## src/rtl/stepper_move_ctrl_if.sv

```systemverilog
// Command channel between the host logic and the stepper move sequencer.
interface stepper_move_ctrl_if;
  logic        cmd_valid;
  logic        cmd_ready;
  logic [15:0] cmd_steps;
  logic        cmd_dir;

  modport master (output cmd_valid, output cmd_steps, output cmd_dir, input cmd_ready);
  modport slave  (input cmd_valid, input cmd_steps, input cmd_dir, output cmd_ready);
endinterface

```

## src/rtl/stepper_move_ctrl.sv

```systemverilog
// Trapezoidal step-pulse sequencer for one stepper driver channel: relative moves,
// absolute position tracking, reduced hold current and idle driver shutdown.
module stepper_move_ctrl #(
  parameter int unsigned PERIOD_W      = 24,
  parameter int unsigned START_PERIOD  = 27000,
  parameter int unsigned MIN_PERIOD    = 2700,
  parameter int unsigned ACCEL_STEP    = 270,
  parameter int unsigned PULSE_W       = 16,
  parameter int unsigned SETTLE_CYCLES = 27000,
  parameter int unsigned HOLD_TIMEOUT  = 27000000,
  parameter logic [3:0]  RUN_VREF      = 4'd15,
  parameter logic [3:0]  HOLD_VREF     = 4'd4
) (
  input  logic                clk,
  input  logic                rst_n,
  stepper_move_ctrl_if.slave  cmd,
  input  logic                abort,
  output logic                rotate_pulse,
  output logic                direction,
  output logic                module_enable,
  output logic [3:0]          vref_level,
  output logic                busy,
  output logic                done,
  output logic signed [31:0]  position
);

  localparam logic [1:0] ST_IDLE   = 2'd0;
  localparam logic [1:0] ST_SETTLE = 2'd1;
  localparam logic [1:0] ST_RUN    = 2'd2;
  localparam logic [1:0] ST_HOLD   = 2'd3;

  localparam logic [PERIOD_W-1:0] START_P    = PERIOD_W'(START_PERIOD);
  localparam logic [PERIOD_W-1:0] MIN_P      = PERIOD_W'(MIN_PERIOD);
  localparam logic [PERIOD_W-1:0] PULSE_LAST = PERIOD_W'(PULSE_W - 1);
  localparam logic [PERIOD_W:0]   START_X    = (PERIOD_W+1)'(START_PERIOD);
  localparam logic [PERIOD_W:0]   MIN_X      = (PERIOD_W+1)'(MIN_PERIOD);
  localparam logic [PERIOD_W:0]   ACCEL_X    = (PERIOD_W+1)'(ACCEL_STEP);
  localparam logic [31:0]         SETTLE_LAST = 32'(SETTLE_CYCLES - 1);
  localparam logic [31:0]         HOLD_LAST   = 32'(HOLD_TIMEOUT - 1);

  logic [1:0]          state_q, state_d;
  logic [15:0]         remaining_q, remaining_d;
  logic [15:0]         ramp_cnt_q, ramp_cnt_d;
  logic [PERIOD_W-1:0] cur_period_q, cur_period_d;
  logic [PERIOD_W-1:0] step_timer_q, step_timer_d;
  logic [PERIOD_W-1:0] pulse_cnt_q, pulse_cnt_d;
  logic [31:0]         settle_cnt_q, settle_cnt_d;
  logic [31:0]         hold_cnt_q, hold_cnt_d;
  logic [31:0]         position_q, position_d;
  logic                rotate_pulse_q, rotate_pulse_d;
  logic                direction_q, direction_d;
  logic                module_enable_q, module_enable_d;
  logic                busy_q, busy_d;
  logic                done_q, done_d;
  logic [3:0]          vref_q, vref_d;

  logic                cmd_ready_int;
  logic                accept;
  logic                step_event;
  logic [16:0]         ramp_plus1;
  logic [15:0]         rem_eff;
  logic [15:0]         rem_next;
  logic [PERIOD_W:0]   period_up;
  logic [PERIOD_W:0]   period_dn;

  assign cmd_ready_int = (state_q == ST_IDLE) || (state_q == ST_HOLD);
  assign cmd.cmd_ready = cmd_ready_int;

  always_comb begin
    accept     = cmd.cmd_valid && cmd_ready_int;
    step_event = (state_q == ST_RUN) && (step_timer_q == '0) && (remaining_q != '0);

    // An abort shortens the move to what the current ramp needs to come back down.
    ramp_plus1 = {1'b0, ramp_cnt_q} + 17'd1;
    rem_eff    = (abort && ({1'b0, remaining_q} > ramp_plus1)) ? ramp_plus1[15:0] : remaining_q;
    rem_next   = rem_eff - 16'd1;

    period_up = {1'b0, cur_period_q} + ACCEL_X;
    if (period_up > START_X) period_up = START_X;
    period_dn = {1'b0, cur_period_q} - ACCEL_X;
    if ({1'b0, cur_period_q} < (MIN_X + ACCEL_X)) period_dn = MIN_X;

    state_d      = state_q;
    remaining_d  = remaining_q;
    ramp_cnt_d   = ramp_cnt_q;
    cur_period_d = cur_period_q;
    step_timer_d = step_timer_q;
    settle_cnt_d = settle_cnt_q;
    hold_cnt_d   = hold_cnt_q;
    position_d   = position_q;
    direction_d  = direction_q;
    done_d       = 1'b0;

    case (state_q)
      ST_IDLE, ST_HOLD: begin
        if (accept) begin
          hold_cnt_d = '0;
          if (cmd.cmd_steps != '0) begin
            state_d      = ST_SETTLE;
            remaining_d  = cmd.cmd_steps;
            direction_d  = cmd.cmd_dir;
            settle_cnt_d = SETTLE_LAST;
            cur_period_d = START_P;
            ramp_cnt_d   = '0;
            step_timer_d = '0;
          end else begin
            done_d = 1'b1;
          end
        end else if (state_q == ST_HOLD) begin
          if (hold_cnt_q >= HOLD_LAST) state_d = ST_IDLE;
          else                         hold_cnt_d = hold_cnt_q + 32'd1;
        end
      end
      ST_SETTLE: begin
        if (abort) begin
          state_d    = ST_HOLD;
          done_d     = 1'b1;
          hold_cnt_d = '0;
        end else if (settle_cnt_q == '0) begin
          state_d = ST_RUN;
        end else begin
          settle_cnt_d = settle_cnt_q - 32'd1;
        end
      end
      ST_RUN: begin
        if (step_timer_q != '0) begin
          step_timer_d = step_timer_q - 1'b1;
        end else if (remaining_q == '0) begin
          state_d    = ST_HOLD;
          done_d     = 1'b1;
          hold_cnt_d = '0;
        end else begin
          if (rem_next <= ramp_cnt_q) begin
            cur_period_d = period_up[PERIOD_W-1:0];
            ramp_cnt_d   = (ramp_cnt_q == '0) ? '0 : ramp_cnt_q - 16'd1;
          end else if (cur_period_q > MIN_P) begin
            cur_period_d = period_dn[PERIOD_W-1:0];
            ramp_cnt_d   = ramp_cnt_q + 16'd1;
          end
          step_timer_d = cur_period_d - 1'b1;
          remaining_d  = rem_next;
          position_d   = direction_q ? position_q + 32'd1 : position_q - 32'd1;
        end
      end
      default: state_d = ST_IDLE;
    endcase

    rotate_pulse_d = step_event || (pulse_cnt_q != '0);
    if (step_event)              pulse_cnt_d = PULSE_LAST;
    else if (pulse_cnt_q != '0)  pulse_cnt_d = pulse_cnt_q - 1'b1;
    else                         pulse_cnt_d = '0;

    // Driver controls follow the next state so they line up with state_q.
    module_enable_d = (state_d != ST_IDLE);
    busy_d          = (state_d == ST_SETTLE) || (state_d == ST_RUN);
    if (busy_d)                    vref_d = RUN_VREF;
    else if (state_d == ST_HOLD)   vref_d = HOLD_VREF;
    else                           vref_d = 4'd0;
  end

  always_ff @(posedge clk or negedge rst_n) begin
    if (!rst_n) begin
      state_q         <= ST_IDLE;
      remaining_q     <= '0;
      ramp_cnt_q      <= '0;
      cur_period_q    <= START_P;
      step_timer_q    <= '0;
      pulse_cnt_q     <= '0;
      settle_cnt_q    <= '0;
      hold_cnt_q      <= '0;
      position_q      <= '0;
      rotate_pulse_q  <= 1'b0;
      direction_q     <= 1'b0;
      module_enable_q <= 1'b0;
      busy_q          <= 1'b0;
      done_q          <= 1'b0;
      vref_q          <= 4'd0;
    end else begin
      state_q         <= state_d;
      remaining_q     <= remaining_d;
      ramp_cnt_q      <= ramp_cnt_d;
      cur_period_q    <= cur_period_d;
      step_timer_q    <= step_timer_d;
      pulse_cnt_q     <= pulse_cnt_d;
      settle_cnt_q    <= settle_cnt_d;
      hold_cnt_q      <= hold_cnt_d;
      position_q      <= position_d;
      rotate_pulse_q  <= rotate_pulse_d;
      direction_q     <= direction_d;
      module_enable_q <= module_enable_d;
      busy_q          <= busy_d;
      done_q          <= done_d;
      vref_q          <= vref_d;
    end
  end

  assign rotate_pulse  = rotate_pulse_q;
  assign direction     = direction_q;
  assign module_enable = module_enable_q;
  assign vref_level    = vref_q;
  assign busy          = busy_q;
  assign done          = done_q;
  assign position      = position_q;

endmodule
```

## src/flat_wrapper.sv

```systemverilog
// flat-port wrapper written by rule: the top's interface ports become plain ports
module stepper_move_ctrl_flat 
#(
  parameter int unsigned PERIOD_W      = 24,
  parameter int unsigned START_PERIOD  = 27000,
  parameter int unsigned MIN_PERIOD    = 2700,
  parameter int unsigned ACCEL_STEP    = 270,
  parameter int unsigned PULSE_W       = 16,
  parameter int unsigned SETTLE_CYCLES = 27000,
  parameter int unsigned HOLD_TIMEOUT  = 27000000,
  parameter logic [3:0]  RUN_VREF      = 4'd15,
  parameter logic [3:0]  HOLD_VREF     = 4'd4
)
  (clk, rst_n, abort, rotate_pulse, direction, module_enable, vref_level, busy, done, position, cmd_cmd_valid, cmd_cmd_steps, cmd_cmd_dir, cmd_cmd_ready);
  stepper_move_ctrl_if cmd_i ();
  input  logic clk;
  input  logic rst_n;
  input  logic abort;
  output logic rotate_pulse;
  output logic direction;
  output logic module_enable;
  output logic [3:0] vref_level;
  output logic busy;
  output logic done;
  output logic signed [31:0] position;
  input wire logic [$bits(cmd_i.cmd_valid)-1:0] cmd_cmd_valid;
  input wire logic [$bits(cmd_i.cmd_steps)-1:0] cmd_cmd_steps;
  input wire logic [$bits(cmd_i.cmd_dir)-1:0] cmd_cmd_dir;
  output wire logic [$bits(cmd_i.cmd_ready)-1:0] cmd_cmd_ready;
  assign cmd_i.cmd_valid = cmd_cmd_valid;
  assign cmd_i.cmd_steps = cmd_cmd_steps;
  assign cmd_i.cmd_dir = cmd_cmd_dir;
  assign cmd_cmd_ready = cmd_i.cmd_ready;
  stepper_move_ctrl #(.PERIOD_W(PERIOD_W), .START_PERIOD(START_PERIOD), .MIN_PERIOD(MIN_PERIOD), .ACCEL_STEP(ACCEL_STEP), .PULSE_W(PULSE_W), .SETTLE_CYCLES(SETTLE_CYCLES), .HOLD_TIMEOUT(HOLD_TIMEOUT), .RUN_VREF(RUN_VREF), .HOLD_VREF(HOLD_VREF)) u_core (.clk(clk), .rst_n(rst_n), .cmd(cmd_i), .abort(abort), .rotate_pulse(rotate_pulse), .direction(direction), .module_enable(module_enable), .vref_level(vref_level), .busy(busy), .done(done), .position(position));
endmodule
```

## config.mk

```make
export PLATFORM = sky130hd
export DESIGN_NAME = stepper_move_ctrl_flat
export DESIGN_NICKNAME = d
export VERILOG_FILES = /design/src/rtl/stepper_move_ctrl_if.sv /design/src/rtl/stepper_move_ctrl.sv /design/src/flat_wrapper.sv
export SDC_FILE = /design/constraint.sdc
export NUM_CORES = 1
export LEC_CHECK = 0
export ABC_AREA = 1
export ABC_CLOCK_PERIOD_IN_PS = 6000
export CAP_MARGIN = 25
export CORE_ASPECT_RATIO = 1.1
export CORE_MARGIN = 3
export CORE_UTILIZATION = 30
export CTS_CLUSTER_DIAMETER = 30
export DETAILED_ROUTE_END_ITERATION = 12
export SYNTH_ARGS = -nofsm -noshare
export SYNTH_HDL_FRONTEND = slang
export SYNTH_SLANG_ARGS = --single-unit
export TNS_END_PERCENT = 30
```

## constraint.sdc

```tcl
create_clock -name clk -period 6 [get_ports clk]
set_clock_uncertainty 0.1 [all_clocks]
set_input_delay 1.2 -clock clk [delete_from_list [all_inputs] [get_ports clk]]
set_output_delay 1.2 -clock clk [all_outputs]
set_load 0.01 [all_outputs]
```

* After elaboration in Yosys (flattened, before gate mapping)
Index checks and enable logic that the tools add are counted.
Widths: inputs -> output; s select.
** Operators by class
- Add/sub/neg operators :: 13
- $lt $le $gt $ge :: 6
- Equal/unequal tests :: 18
- Mux-type cells :: 63
- Bitwise operators :: 2
- Reduce and logical (&&, ||, !) cells :: 27
** Operator list (number)
- $mux 24 :: 17
- $mux 32 :: 11
- $mux 16 :: 12
- $pmux 24 s2 :: 2
- $pmux 32 s3 :: 1
- $sub 24x1->24 const B :: 3
- $add 32x1->32 const B :: 2
- $pmux 16 s2 :: 2
- $pmux 32 s2 :: 1
- $sub 32x1->32 const B :: 2
- $reduce_bool 24->1 :: 2
- $ge 32x25->1 const B :: 1
- $logic_not 16->1 :: 2
- $logic_not 32->1 :: 1
- $reduce_bool 16->1 :: 2
- $sub 16x1->16 const B :: 2
- $add 24x9->25 const B :: 1
- $gt 25x15->1 const B :: 1
- $gt 24x12->1 const B :: 1
- $logic_not 24->1 :: 1
- $lt 24x12->1 const B :: 1
- $sub 24x9->24 const B :: 1
- $add 16x1->17 const B :: 1
- $gt 16x17->1 :: 1
- 25 further kinds :: 58
** Word-level totals
- Bits in registers :: 211
- Input port bits :: 21

* Depth between registers and ports, before layout
Gate-level depths: netlist of run 1.
- Word-level depth :: 14
- Depth in mapped cells :: 54
- Gate-level depth less buffers :: 52

* Worst setup path after synthesis of run 1
Ideal clock, no wire load.
- Kind :: reg-to-reg
- From :: reg u_core.ramp_cnt_q[2]
- To :: reg u_core.step_timer_q[17]
- Library setup time :: 0.118 ns
- Arrival :: 5.865 ns
- Required time :: 5.782 ns
- Slack :: -0.083 ns
- Cell stages (with the launch flop) :: 44
- Path buffers :: 2
- Cells stage by stage :: dfrtp_1 -> inv_1 -> nor3_2 -> nand3_1 -> nor2_1 -> nand3_1 -> nor4_1 -> nand4_1 -> xor2_1 -> ha_1 -> inv_1 -> nor4_1 -> nand2_1 -> o21ai_1 -> nor2_4 -> nand2_4 -> buf_6 -> nand2_1 -> (+8 left out) -> nand2_1 -> inv_1 -> nand3_1 -> nor3_1 -> nand3b_1 -> nand2_2 -> clkinv_1 -> clkbuf_1 -> o211ai_1 -> nand2_1 -> nand2_1 -> nand2_1 -> nor2_1 -> nand3_1 -> nor2_4 -> nand3_1 -> nand3_1 -> nand2_1
** On the way
- Longest elaborated chain between the ends :: 14
** RTL lines
- start: declaration :: RTL line stepper_move_ctrl.sv:43 : logic [15:0] ramp_cnt_q, ramp_cnt_d;
- start signal: assignment :: RTL line stepper_move_ctrl.sv:181 : ramp_cnt_q <= ramp_cnt_d;
- $add 16x1->17 :: RTL line stepper_move_ctrl.sv:74 : ramp_plus1 = {1'b0, ramp_cnt_q} + 17'd1;
- $gt 16x17->1 :: RTL line stepper_move_ctrl.sv:75 : rem_eff = (abort && ({1'b0, remaining_q} > ramp_plus1)) ? ramp_plus1[15:0] : remaining_q;
- $logic_and 1x1->1 :: RTL line stepper_move_ctrl.sv:75
- $mux 16 :: RTL line stepper_move_ctrl.sv:75
- $sub 16x1->16 :: RTL line stepper_move_ctrl.sv:76 : rem_next = rem_eff - 16'd1;
- $le 16x16->1 (*) :: RTL line stepper_move_ctrl.sv:133 : if (rem_next <= ramp_cnt_q) begin
- $mux 24 (*) :: RTL line stepper_move_ctrl.sv:133
- $mux 24 (*) :: RTL line stepper_move_ctrl.sv:128 : end else if (remaining_q == '0) begin
- $mux 24 (*) :: RTL line stepper_move_ctrl.sv:126 : if (step_timer_q != '0) begin
- $mux 24 (*) :: RTL line stepper_move_ctrl.sv:94 : case (state_q)
- $sub 24x1->24 (*) :: RTL line stepper_move_ctrl.sv:140 : step_timer_d = cur_period_d - 1'b1;
- $mux 24 (*) :: RTL line stepper_move_ctrl.sv:128
- $mux 24 (*) :: RTL line stepper_move_ctrl.sv:126
- $pmux 24 s2 (*) :: RTL line stepper_move_ctrl.sv:94
- end signal: assignment :: RTL line stepper_move_ctrl.sv:183 : step_timer_q <= step_timer_d;
- end: declaration :: RTL line stepper_move_ctrl.sv:45 : logic [PERIOD_W-1:0] step_timer_q, step_timer_d;
Every way passes the cells marked *; elsewhere a longest branch is shown, timed or not. The select of a mux whose other input is x is not followed.
A chain may end at the register's enable or synchronous reset.

* Worst setup path in the final report of run 1
- From :: reg u_core.ramp_cnt_q[2]
- To :: reg u_core.step_timer_q[10]
Same word-level chain as after synthesis.

==> impl.org, run 1 <==
** Clocking
- After clock tree synthesis, the clock-pin slew on the worst setup and hold paths is 0.05 ns.
- Hold bufs inserted after CTS :: 0
- Clock H-tree levels :: 2
- CTS placed an instance of clkbuf_16 at the clock tree root.
- Deepest clock path buffer count :: 3
- Number of buffers added by the clock tree synthesis step :: 54
- TritonCTS built the clock tree.
- Clock net sink count :: 207
- Clk_lat worst skew :: 0.60 ns

** Placed design
- Number of cells in the design after placement :: 3,378
- Post-DP HPWL :: 37,900 microns
- Worst slack after detailed placement :: -0.522 ns
- Input and output buffers added on the ports amount to 62.
- Summing all placed instances gives a cell area of 0.0192 sq mm.
- Gpl congestion :: 0.924

** Detailed routing
- The first routing iteration left 1,102 violations.
- Wire length per cell after detailed routing :: 14.8 microns
- For this run, the detailed router's first-pass iteration total came to 5.
- Number of DRC violations after detailed routing :: 0
- The final layout contains routed wiring with a total length of 52,100 microns.
- Vias per cell :: 4.91
- Routed via count :: 17,300
- The count of nets left with antenna violations once routing finished came out at 0.

** Critical path
- STA classifies the critical path endpoint as a flop.
- Peak fanout along the critical path :: 7
- Slowest library cell on the worst path :: dfrtp_1
- Critical Path Most Common Cell :: nand2_1
- Critical Path RT :: 6.36 ns
- Broken down by cell family, the worst path's largest delay share belongs to simple AND/OR/NAND/NOR gates.
- Type of the worst setup path :: flop to flop
- For this run, the slowest stage of the critical path takes 0.37 ns.
- The number of buffers and inverters on the critical path is 7.
- STA classifies the critical path startpoint as a flop.
- CP arrival :: 6.59 ns

** Timing
- Of the available clock period, the critical path in the final layout requires 1.04.
- Sum of negative setup slack :: -3.70 ns
- Headroom to the max-slew limit came out at 0.336.
- Number of endpoints failing setup at the final stage :: 23
- At the pin with the least slew margin, the transition time is 0.989 ns.
- Hold_ws :: 0.376 ns
- The number of hold violations in the final report is 0.
- Setup slack after layout :: -0.233 ns
- Unrepaired setup endpoints after global routing :: true
- The number of pins with negative max-slew slack in the final report came to 0.
- The routed design could run at a clock period as short as 6.23 ns.
- Derived from the worst setup path, the maximum achievable clock frequency is 160 MHz.

** Synthesis
- Yosys attributes the largest share of cell area to dfrtp_1 30%, nand2_1 14%, inv_1 6.9%, nor2_1 6.4%, ha_1 5.9%.
- Counting flops and latches in the post-synthesis netlist gives 207.
- Number of unique standard cell types used by synthesis :: 59
- After synthesis, the share of flip-flops with an asynchronous set or reset is 1.00.
- Most numerous cell in the Yosys netlist :: nand2_1
- During synthesis, Yosys emitted a total of 0 warnings.
- The number of nets in the synthesized netlist is 2,582.
- Portion of synthesized cell area occupied by the leading cell type :: 0.299
- In the synthesized netlist the dominant register cell turns out to be dfrtp_1.
- Average cell area after synthesis :: 6.72 sq um
- Ranked by instance count, the synthesized netlist is headed by 617 x nand2_1, 308 x inv_1, 284 x nor2_1.
- Yosys mapped a number of flops with a built-in enable equal to 0.
- Cell Area, Synth :: 0.0167 sq mm
- Most area-hungry cell type in the Yosys netlist :: dfrtp_1
- For this run, the register share of the synthesized area comes to 0.311.
- Count of mapped cells out of synthesis :: 2,482

** Die
- 63 I/O pins were placed.
- The die is 231 microns wide.
- Measured along the y axis, the die boundary spans 253 microns.
- In this run the standard cell core region covers 0.0543 sq mm.
- For this configuration, the core starts out at a cell density of 0.307.
- Std cell rows :: 89
- Die area :: 0.0584 sq mm

** Final layout
- Compared with the post-synthesis result, the final layout area differs by 34.0%.
- Non-filler instance count after layout :: 3,525
- Of the cells placed in the final design, the portion with a size suffix greater than 1 is 0.211.
- The finished cells cover 0.0223 sq mm.
- Counting the fill cells in the layout gives 5,611.
- Nets :: 2,851
- Measured on the finished design, the core utilization comes to 0.411.

** Power
- Across the VDD grid, the largest voltage drop is 0.529 mV.
- Dividing total power by cell area gives a power density of 666 mW/mm^2.
- Lkg Pwr :: 10.6 nW
- Post-layout power :: 14.9 mW

** GRT
- Initial antenna violation count :: 4
- Global routing finished with a remaining overflow of 0.
- Via count of the first global-routing pass :: 17,100
- Overall fraction of global-route tracks in use :: 0.176
- First-pass GRT wire length :: 85,800 microns
- Entering global routing, the biggest net connects 119 pins.

** Min path
- Hold Path Class :: flop to flop

** Run status
- Run status :: complete, but fails checks
- The checks that failed: negative setup slack.

** Flow run
- Max-cap violations in this run came to 0.
==> final cells by class <==
| class | instances | area [sq um] | share of cell area |
|---|---|---|---|
| repair buffers | 280 | 2370 | 0.106 |
| well taps | 728 | 911 | 0.0408 |
| multi-input cells | 1879 | 10700 | 0.480 |
| repair inverters | 1 | 6.26 | 0.000280 |
| clock buffers | 77 | 1600 | 0.0716 |
| clock inverters | 24 | 278 | 0.0124 |
| diodes | 1 | 2.50 | 0.000112 |
| inverters | 328 | 1240 | 0.0555 |
| flip-flops and latches | 207 | 5190 | 0.233 |
==> state kept, by name (all words and copies together), names as in the netlist <==
| name | count |
|---|---|
| u_core.position | 32 |
| u_core.remaining_q | 16 |
| u_core.hold_cnt_q | 32 |
| u_core.pulse_cnt_q | 24 |
| u_core.step_timer_q | 24 |
| u_core.cur_period_q | 24 |
| u_core.rotate_pulse | 1 |
| u_core.settle_cnt_q | 32 |
| u_core.ramp_cnt_q | 16 |
| u_core.direction | 1 |
| u_core.done | 1 |
| u_core.vref_level | 2 |
| u_core.state_q | 2 |
==> placed cells by master, fill, tap and decap left out, types with 8 or more instances in the layout <==
master | netlist | routed
clkbuf_8 | 0 | 14
buf_6 | 3 | 16
dfrtp_1 | 199 | 198
xnor2_1 | 22 | 22
ha_4 | 0 | 9
o211ai_1 | 11 | 11
dfstp_2 | 8 | 8
nand3_1 | 177 | 164
clkbuf_16 | 0 | 55
nor2_2 | 19 | 36
o21ai_0 | 165 | 153
a21oi_1 | 91 | 86
xor2_1 | 73 | 71
o22ai_1 | 26 | 21
inv_2 | 17 | 28
a21o_1 | 8 | 8
o21ai_1 | 22 | 28
buf_4 | 16 | 198
clkbuf_1 | 35 | 8
a31oi_1 | 11 | 9
ha_1 | 78 | 69
o41ai_1 | 17 | 16
nand2_1 | 617 | 557
clkdlybuf4s50_1 | 0 | 61
o21a_1 | 9 | 9
nand4_1 | 55 | 55
nor4_1 | 31 | 29
nor2_4 | 12 | 33
nand2_4 | 5 | 20
nand3_2 | 4 | 14
or2_2 | 13 | 13
nor2_1 | 284 | 246
nor3_1 | 51 | 47
inv_1 | 308 | 297
nand2_2 | 25 | 71
==> what timing repair did <==
item / in CTS / in global routing
setup buffers: 28 / 19
pin swaps: 52 / 67
gates cloned: 3 / 0
gates resized for setup: 96 / 149
endpoints found under the setup margin: 23 / 64
==> worst reg2reg max path: cells and delay by family (launching register included) <==
| family | cells | cell delay (ns) |
|---|---|---|
| compound gates | 3 | 0.43 |
| buf+inv | 7 | 0.71 |
| xor+xnor | 1 | 0.19 |
| simple gates | 30 | 3.71 |
| fa+ha+maj | 2 | 0.59 |
| flops | 1 | 0.37 |
==> path summary, 6_finish.rpt <==
| check | startpoint | to | slack (ns) | depth (start not counted) |
|---|---|---|---|---|
| max in group asynchronous | rst_n | u_core.hold_cnt_q[22] | 3.98 | 2 |
| max | u_core.ramp_cnt_q[2] | u_core.step_timer_q[10] | -0.23 | 43 |
| min | u_core.position[31] | u_core.position[31] | 0.38 | 1 |
| min in group asynchronous | rst_n | u_core.position[2] | 0.61 | 1 |
| min reg2reg | u_core.position[31] | u_core.position[31] | 0.38 | 1 |
| max reg2reg | u_core.ramp_cnt_q[2] | u_core.step_timer_q[10] | -0.23 | 43 |
==> report_power, final <==
group	switching (mW)	internal [mW]	leakage (nW)	total [mW]
registers	0.398	1.80	2.69	2.20
clock network	0.939	1.98	0.910	2.92
logic	5.77	3.98	6.97	9.75
==> per-layer routing <==
metal / up-vias / wire, microns / GRT usage
met5: - / 43 / 0
met4: 6 / 1450 / 0.0623
met3: 110 / 2870 / 0.0342
met2: 414 / 24000 / 0.293
met1: 8041 / 23800 / 0.229
li1: 8748 / - / -
==> kinds of logic (layout without fill, tap and decap cells) <==
logic type / Yosys count / in the layout / share of synthesized area
fa+ha+maj: 79 / 79 / 0.0598
xor+xnor: 95 / 95 / 0.0499
simple gates: 1315 / 1316 / 0.350
buf+inv: 397 / 710 / 0.0959
flops: 207 / 207 / 0.311
compound gates: 389 / 389 / 0.133
other cells: 0 / 1 / 0
(Power assumes the default switching activity.)
==> run 2, diff against run 1 <==
- CAP_MARGIN: 25 -> 10
- SETUP_SLACK_MARGIN: unset -> 0.05
==> impl.org, run 2 (synthesis results as in run 1) <==
** Placed design
- Input/output buffers :: 62
- Routability-driven placement finished with a final weighted congestion of 0.925.
- Timing analysis after detailed placement gives a worst setup slack of -0.522 ns.
- The wire-length estimate of the detail-placed layout is 39,200 microns.

** Clocking
- TritonCTS built the clock tree.
- For this design, the CTS-stage hold fixing added 0 buffers.
- Clock-pin slew was measured on the worst setup and hold paths at 0.04 ns.
- The cell sitting at the root of the clock tree is a clkbuf_16.
- Deepest clock path buffer count :: 3
- Clk_lat worst skew :: 0.62 ns
- In this run, CTS created clock tree buffers numbering 59.
- Clock H-tree levels :: 2
- For this design, the sink count on the clock tree is 207.

** Timing
- For this run, the top clock speed supported by timing is 153 MHz.
- Once routing completed, OpenROAD measured the worst setup slack at -0.548 ns.
- Unrepaired setup endpoints after global routing :: true
- Worst Max-Slew Pin Slew :: 0.823 ns
- Final clock period utilization by the worst path :: 1.09
- Final Max Slew Viols :: 0
- Headroom to the max-slew limit came out at 0.451.
- Setup violations remaining at the end of the flow were counted as 29.
- Final period demand of the worst path :: 6.55 ns
- Number of hold violations in the final report :: 0

** Power
- Combinational share of power :: 0.632
- Switch Pwr :: 7.14 mW
- Int Power :: 8.34 mW
- Post-layout power :: 15.5 mW
- The share of total power dissipated in the clock network is 0.225.
- VDD sags by at most 0.407 mV.
- Lkg Pwr :: 10.8 nW
- Of the total power, the share spent switching nets is 0.461.
- P per Cell Area :: 681 mW/mm^2
- The share of total power dissipated in sequential elements is 0.143.

** Critical path
- First element of the critical path :: u_core.ramp_cnt_q[1]
- The worst setup path is launched from a flop.
- Peak fanout along the critical path :: 7
- Data on the critical path arrives at its endpoint at 6.97 ns.
- Setup slack, reg-to-reg :: -0.55 ns
- Type of the worst setup path :: flop to flop
- On the worst path, the slowest cell contributes a delay of 0.37 ns.
- Worst Setup End Kind :: flop
- R2R Path Start :: u_core.ramp_cnt_q[1]
- Critical Path Most Common Cell :: buf_4
- Critical Path RT :: 6.42 ns
- On the critical path, the stage with the largest delay is an instance of dfrtp_1.
- The endpoint identified for the worst register-to-register timing path is u_core.remaining_q[14].
- Worst-case reg-to-reg path depth :: 51

** GRT
- Across every metal layer, demand over resource in global routing totals 0.181.
- The number of antenna violations at the first check in global routing came to 0.
- Remaining global-route overflow :: 0
- Maximum number of pins on one net before global-route repair :: 73
- The via count of the first global-routing pass is 17,300.
- The first global-routing pass estimated 87,400 microns of wire.

** Final layout
- The area growth from synthesis to layout is 36.3%.
- Most frequent standard cell in the layout excluding fill and tap cells :: nand2_1
- At the end of the flow, the number of nets in the layout was 2,862.
- Most frequent cells in the layout :: 567 x nand2_1, 293 x inv_1, 254 x nor2_1, 199 x buf_4, 198 x dfrtp_1
- In the final layout, the share of cells above drive strength 1 is 0.210.
- The repair_antennas step left the layout with diodes totalling 0.

** Run status
- Violated checks :: negative setup slack
- Run status :: complete, but fails checks

** Detailed routing
- Summed over all nets, wire length on met2 after detailed routing comes to 25,800 microns.
- In the final routing, the length of wire on met1 measures 23,000 microns.
- Routed signal wires occupy layers up through met4.
- The routed layout has 17,400 vias.
- Number of DRC violations after detailed routing :: 0
- First-iteration detailed-routing DRC count :: 880
- Detailed route wirelength on metal3 :: 2310 microns
- Wire length per cell after detailed routing :: 15.1 microns
- In this run the remaining antenna-violating nets after routing total 0.
- For this run, the detailed router's first-pass iteration total came to 6.
- Total length of routed wires :: 53,400 microns
- Vias per cell :: 4.90

** Min path
- The min-delay analysis places its worst path in the category flop to flop.
- Startpoint of the most critical hold path :: u_core.position[31]
- Counting instances, the worst hold path has a depth of 1.
- Hold Path Sink :: u_core.position[31]

** Die
- The initial utilization of the core area, before any placement, comes to 0.307.
- Die outline height :: 253 microns
- Std cell rows :: 89
- Die area :: 0.0584 sq mm
- Count of boundary I/O pins :: 63
- Horizontal die dimension :: 231 microns
- Core region area :: 0.0543 sq mm

** Flow run
- The tool flagged a number of max-cap violations equal to 0.
-- run 2: changes by cell type in the layout (fill, tap and decap cells not counted), sizes merged --
cell | previous run | this run
buf | 219 | 226
bufinv | 3 | 14
clkbuf | 77 | 75
clkinv | 14 | 19
clkinvlp | 5 | 4
diode | 1 | 0
inv | 331 | 326
-- run 2: area by class of cell --
type	instances	area (sq um)
Tap cell	728	911
Clock inverter	35	593
Inverter	328	1240
Clock buffer	75	1640
Multi-Input combinational cell	1879	10700
Sequential cell	207	5190
Fill cell	5652	31600
Timing Repair Buffer	287	2480
-- run 2: worst max path at each step --
| stage | end |
|---|---|
| floorplan | u_core.step_timer_q[23] |
| global placement | u_core.step_timer_q[23] |
| detailed placement | u_core.step_timer_q[23] |
| CTS | u_core.step_timer_q[7] |
| global route | u_core.remaining_q[14] |
| finish | u_core.remaining_q[14] |
-- run 2: power groups by stage --
| stage | clock [mW] | sequential (mW) | combinational, mW |
|---|---|---|---|
| floorplan | 0 | 2.12 | 5.38 |
| global placement | 0 | 2.21 | 8.17 |
| detailed placement | 0 | 2.22 | 8.21 |
| CTS | 3.55 | 2.21 | 8.92 |
| global route | 3.64 | 2.27 | 10.8 |
| finish | 3.49 | 2.22 | 9.78 |
-- run 2: per-layer routing --
metal | vias up | track usage
met2 | 393 | 0.316
met5 | - | 0
met1 | 8053 | 0.220
met4 | 0 | 0.0811
li1 | 8762 | -
met3 | 144 | 0.0298
-- run 2: through the flow --
step | std cells | TNS [ns] | area, sq um | util | hold slack, ns
after CTS | 3522 | -3.80 | 22000 | 0.405 | 0.378
final | 3539 | -9.50 | 22700 | 0.418 | 0.374
after detailed placement | 3378 | -9.16 | 19200 | 0.353 | 0.366
after floorplan | 2482 | 0 | 16700 | - | 0.346
after global placement | 3378 | -7.14 | 19200 | 0.353 | 0.366
after global routing | 3539 | -24.93 | 22700 | 0.418 | 0.408
-- run 2: critical path, delay by kind of cell (launching register included) --
kind / cells / cell delay [ns]
DFF: 1 / 0.37
buffers and inverters: 27 / 3.14
and+or+nand+nor: 19 / 1.96
AOI/OAI and AO/OA: 2 / 0.26
adders and majority gates: 2 / 0.44
xor gates and xnor gates: 1 / 0.17
-- run 2: repair_timing --
action / in CTS / in global routing
resized for setup: 85 / 147
gates cloned: 3 / 0
pin swaps: 42 / 82
buffers inserted: 31 / 17
endpoints found under the setup margin: 28 / 65
==> run 3, diff against run 2 <==
- CORE_MARGIN: 3 -> unset
==> impl.org, run 3 (synthesis results as in run 1) <==
** Run status
- The run finished, with violations left.
- Violated checks :: negative setup slack

** Critical path
- Critical Path Most Common Cell :: buf_4
- The worst setup path is launched from a flop.
- The worst setup path is of the flop to flop kind.
- Worst Setup End Kind :: flop
- Tracing the worst setup path back leads to its startpoint at u_core.ramp_cnt_q[0].
- Delay of the slowest cell on the worst path :: 0.36 ns
- Data on the critical path arrives at its endpoint at 6.72 ns.
- R2R Path Start :: u_core.ramp_cnt_q[0]
- On the critical path, the stage with the largest delay is an instance of dfrtp_1.
- STA puts the critical path data required time at 6.43 ns.
- Peak fanout along the critical path :: 6

** GRT
- The number of antenna violations at the first check in global routing was 0.
- Entering global routing, the biggest net connects 116 pins.
- Via count of the first global-routing pass :: 16,800
- Overall fraction of global-route tracks in use :: 0.183
- The first global-routing pass estimated 84,100 microns of wire.
- Remaining global-route overflow :: 0

** Detailed routing
- Highest layer used for signal routing :: met4
- Wire length per cell after detailed routing :: 14.7 microns
- Routed via count :: 17,300
- Wire length on met2 :: 24,700 microns
- First-iteration detailed-routing DRC count :: 1,269
- Remaining number of nets flagged by the antenna check after routing :: 0
- After detailed routing, the met3 layer carries 2360 microns of wire.
- Wires add up to 52,000 microns.
- Metal1 wirelength :: 23,200 microns
- Drt first pass iters :: 5
- After detailed routing, the number of vias per cell comes to 4.90.
- In the routed design, unresolved DRC markers number 0.

** Die
- The floorplan step defined a die boundary enclosing 0.0565 sq mm.
- Std cell rows :: 90
- The initial utilization of the core area, before any placement, comes to 0.304.
- Measured along the x axis, the die boundary spans 227 microns.
- The floorplan step set the die height to 249 microns.
- For this design the top-level I/O count stands at 63.
- The region available for standard cell placement spans 0.0548 sq mm.

** Clocking
- The cell sitting at the root of the clock tree is a clkbuf_16.
- Clock H-tree levels :: 2
- Clock net sink count :: 207
- Clock tree synthesis inserted a total of 61 buffers.
- Reg clk slew, reported paths :: 0.04 ns
- Clock latency on the worst-skew pair, taken at its later pin, is 0.63 ns.
- TritonCTS clock tree :: yes
- The clock passes through at most 3 buffers.
- The number of hold buffers added after CTS was 0.

** Flow run
- Max-cap violations in this run came to 0.

** Placed design
- Input/output buffers :: 62
- Routability-driven placement finished with a final weighted congestion of 0.937.
- Before CTS, the worst setup slack after placement is -0.427 ns.
- The wire-length estimate of the detail-placed layout is 38,100 microns.

** Timing
- The number of hold violations in the final report was 0.
- The number of pins with negative max-slew slack in the final report came to 0.
- Unrepaired setup endpoints after global routing :: true
- After layout, the minimum clock period comes to 6.29 ns.
- Setup slack after layout :: -0.290 ns
- Setup violations remaining at the end of the flow were counted as 22.
- Hold_ws :: 0.383 ns
- Final clock period utilization by the worst path :: 1.05
- Max frequency :: 159 MHz
- Headroom to the max-slew limit came out at 0.372.
- Worst Max-Slew Pin Slew :: 0.942 ns

** Final layout
- Most frequent cells in the layout :: 568 x nand2_1, 301 x inv_1, 251 x nor2_1, 202 x buf_4, 199 x dfrtp_1
- Filler cell count in the final layout :: 5,664
- Of the cells placed in the final design, the portion with a size suffix greater than 1 is 0.203.
- Leaving out fill and tap cells, the most frequent cell in the layout is nand2_1.
- Final antenna diode count :: 0
- End-of-flow core utilization :: 0.410
- The final layout contains 2,855 nets.
- Compared with the post-synthesis result, the final layout area differs by 35.0%.

** Power
- Post-layout power :: 15.2 mW
- Max rail drop VDD :: 0.360 mV
- Lkg Pwr :: 10.7 nW
- Power spread over the standard cell area amounts to 675 mW/mm^2.

** Min path
- The tightest min-delay check is of the flop to flop type.
- The worst hold path begins at u_core.hold_cnt_q[24].
==> run 3: area by class of cell <==
class                   count  area [sq um]  share of cell area
multi-input cells        1879         10600               0.469
well taps                 736           921              0.0409
clock buffers              81          1700              0.0756
flip-flops and latches    207          5190               0.231
repair buffers            278          2360               0.105
clock inverters            34           544              0.0242
inverters                 328          1240              0.0552
==> run 3: repair_timing <==
item                                    in CTS  in global routing
endpoints found under the setup margin      27                 54
resized for setup                           79                115
pin swaps                                   27                 57
buffers inserted                            29                 13
gates cloned                                 1                  1
==> run 3: where the power goes <==
part,internal [mW],leakage [nW],switching [mW],total (mW)
Clock,2.49,1.09,0.999,3.48
Sequential,1.80,2.69,0.402,2.20
Combinational,3.91,6.92,5.60,9.51
Total,8.19,10.7,7.00,15.2
==> run 3: worst paths after layout <==
kind	slack, ns	endpoint	cells past startpoint
worst min register to register	0.38	u_core.hold_cnt_q[24]	2
max in group asynchronous	4.22	u_core.cur_period_q[4]	2
worst max register to register	-0.29	u_core.remaining_q[14]	51
min in group asynchronous	0.52	u_core.position[1]	1
worst min-delay path	0.38	u_core.hold_cnt_q[24]	2
worst max-delay path	-0.29	u_core.remaining_q[14]	51
==> run 3: metrics by stage <==
step	instance area, sq um	std cells	setup TNS [ns]
floorplan	16700	2482	0
global route	22500	3543	-14.34
finish	22500	3543	-2.92
CTS	22000	3529	-1.60
global placement	19200	3384	-6.81
detailed placement	19200	3384	-7.68
==> run 3: worst max-delay path: cells and delay by family, from the launching register on <==
| kind | cells | cell delay, ns |
|---|---|---|
| adder cells (fa/ha/maj) | 3 | 0.65 |
| AND/OR/NAND/NOR | 20 | 1.97 |
| AO/OA/AOI/OAI | 3 | 0.37 |
| flip-flops | 1 | 0.36 |
| buffers and inverters | 25 | 2.73 |
==> run 3: routing by layer <==
metal	GRT usage	vias to the layer above
met4	0.0726	0
met2	0.308	401
met1	0.233	8091
li1	-	8725
met3	0.0257	131
met5	0	-
==> edit (settings of run 3) <==
Register the output `vref_level` once more, with the module's reset; this adds one clock of latency there. The other outputs are not delayed to match.
--- a/src/rtl/stepper_move_ctrl.sv
+++ b/src/rtl/stepper_move_ctrl.sv
@@ -199,3 +199,9 @@
   assign module_enable = module_enable_q;
-  assign vref_level    = vref_q;
+  always_ff @(posedge clk or negedge rst_n) begin
+    if (!rst_n) begin
+      vref_level <= '0;
+    end else begin
+      vref_level <= vref_q;
+    end
+  end
   assign busy          = busy_q;
Function: changed (a bounded check fails within 4 cycles, from zero or initial values and one cycle with rst_n low).
==> edit against run 3 <==
- the flow still finishes with violations (negative setup slack)
- maximum frequency rose by 1.9%
- critical path depth down 2
- power up 2.0%
- clock power decreased by 16%
- count of clock-buffer cells in the layout shrank 7
- die area down 1.1%
- area after synthesis shrank 1.1%
- sequential cell count up 2
- routed wire length shrank 2.7%
- setup slack improved by 0.12 ns
- design area decreased by 1.6%
- via count is 3.4% lower
- largest cell class unchanged
==> edit: results (changes against run 3) <==
----------------------------------------------------
[Clock tree]
  Clock buffers created by TritonCTS ... 56 (-8.2%)
  Post-CTS Setup Repair Bufs ... 31 (+6.9%)
  CTS resizes ... 67 (-15%)
  Clock latency at the later pin of the worst-skew pair ... 0.58 ns (-0.05 ns)

[STA]
  Worst slew margin ... 0.358 (-0.0146)
  Final setup fails ... 23 (+4.5%)
  Worst hold-check slack ... 0.269 ns (-0.115 ns)
  Setup slack of the critical path after layout ... -0.171 ns (+0.119 ns)

[GRT]
  Met3 track demand over resource in global routing ... 0.0275 (+0.00175)
  GRT Overall Usage ... 0.179 (-0.00395)
  Maximum number of pins on one net before global-route repair ... 119 (+2.6%)
  First-pass GRT wire length ... 81.5 mm (-3.0%)
  Met1 capacity usage during global routing ... 0.228 (-0.00495)
  GR Layer Usage met2 ... 0.302 (-0.00544)

[Logic synthesis]
  Dominant cells by area after synthesis ... sky130_fd_sc_hd__dfrtp_1 31%, sky130_fd_sc_hd__nand2_1 13%, sky130_fd_sc_hd__inv_1 7.0%, sky130_fd_sc_hd__nor2_1 6.5%, sky130_fd_sc_hd__ha_1 5.9%
  Commonest cells in the netlist ... 561 x sky130_fd_sc_hd__nand2_1, 307 x sky130_fd_sc_hd__inv_1, 286 x sky130_fd_sc_hd__nor2_1, 201 x sky130_fd_sc_hd__dfrtp_1, 188 x sky130_fd_sc_hd__nand3_1
  Mean cell area of the mapped netlist ... 6.79 µm² (+1.1%)
  Number of unique standard cell types used by synthesis ... 55 (-6.8%)
  Sequential element share of the synthesized area ... 0.318 (+0.00666)

[Routing]
  Number of vias after detailed routing ... 16800 (-3.4%)
  Drt first-iter violations ... 931 (-27%)
  Length of routed wiring on met1 ... 23.0 mm (-0.82%)
  Total length of routed met2 wires ... 23.9 mm (-3.3%)
  Post-Route WL ... 50.6 mm (-2.7%)
  Total met3 wirelength after detailed routing ... 2.22 mm (-6.0%)

[Cells and area]
  Final net count ... 2794 (-2.1%)
  Number of cells in the finished layout apart from fillers ... 3466 (-2.2%)
  Fraction of layout instances using a drive strength above 1 ... 0.195 (-0.00731)

[Worst setup path]
  Timing endpoint of the critical path ... u_core.remaining_q[13]
  Crit-path max FO ... 16 (+10)
  Data arrival at the endpoint of the critical path ... 6.57 ns (-0.15 ns)

[Hold path]
  Worst Hold Path Cells ... 0 (-2)
  Hold path start ... u_core.vref_q[1]
  Endpoint with the worst hold slack ... u_core.vref_level[1]

[Place]
  Final estimated routing congestion in global placement ... 0.918 (-2.1%)
  Half-perimeter wire length after placement ... 36.7 mm (-3.9%)

[Outcome]
  Violated checks ... negative setup slack
  Run status ... finished, violations left

----------------------------------------------------
[edit: cell types whose count changed after synthesis, sizes merged, moves of 7 or more]
cell / before / now
nand2: 647 / 578
a21oi: 92 / 124
o21ai: 187 / 165
o41ai: 17 / 1
nor3: 55 / 68
xor2: 73 / 85
inv: 325 / 315
nand3: 182 / 191
nand4: 55 / 64
mux2: 0 / 8
or2: 15 / 8
[edit: cell type report]
| type | instances | area [µm²] |
|---|---|---|
| Clock buffer | 74 | 1580 |
| Sequential cell | 209 | 5240 |
| Fill cell | 5561 | 31700 |
| Tap cell | 728 | 911 |
| Multi-Input combinational cell | 1833 | 10500 |
| Timing Repair Buffer | 276 | 2370 |
| Clock inverter | 28 | 303 |
| Inverter | 318 | 1200 |
[edit: cell families after synthesis]
family | count (synthesis) | synth area share
fa+ha+maj | 79 | 0.0604
xor+xnor | 113 | 0.0601
buf+inv | 386 | 0.0921
compound gates | 375 | 0.126
simple gates | 1256 | 0.338
mux | 8 | 0.00547
flops | 209 | 0.318
[edit: worst max-delay path: cells and delay by family (launching register included)]
family	cells	cell delay, ns
buf+inv	26	3.12
simple gates	21	2.05
fa+ha+maj	2	0.46
flops	1	0.37
[edit: per-stage QoR]
| stage | worst slack, ns | setup TNS, ns |
|---|---|---|
| 6_report | -0.171 | -1.66 |
| 5_1_grt | -0.591 | -13.67 |
| 4_1_cts | 0.0206 | 0 |
| 3_5_place_dp | -0.266 | -4.56 |
| 3_3_place_gp | -0.162 | -2.70 |
| 2_1_floorplan | 0.0781 | 0 |
[edit: power by group]
part / leakage, nW / total (W) / internal (W) / switching [W]
registers: 2.71 / 0.00223 / 0.00181 / 0.000415
logic: 6.84 / 0.0103 / 0.00422 / 0.00611
clock network: 0.918 / 0.00294 / 0.00201 / 0.000930
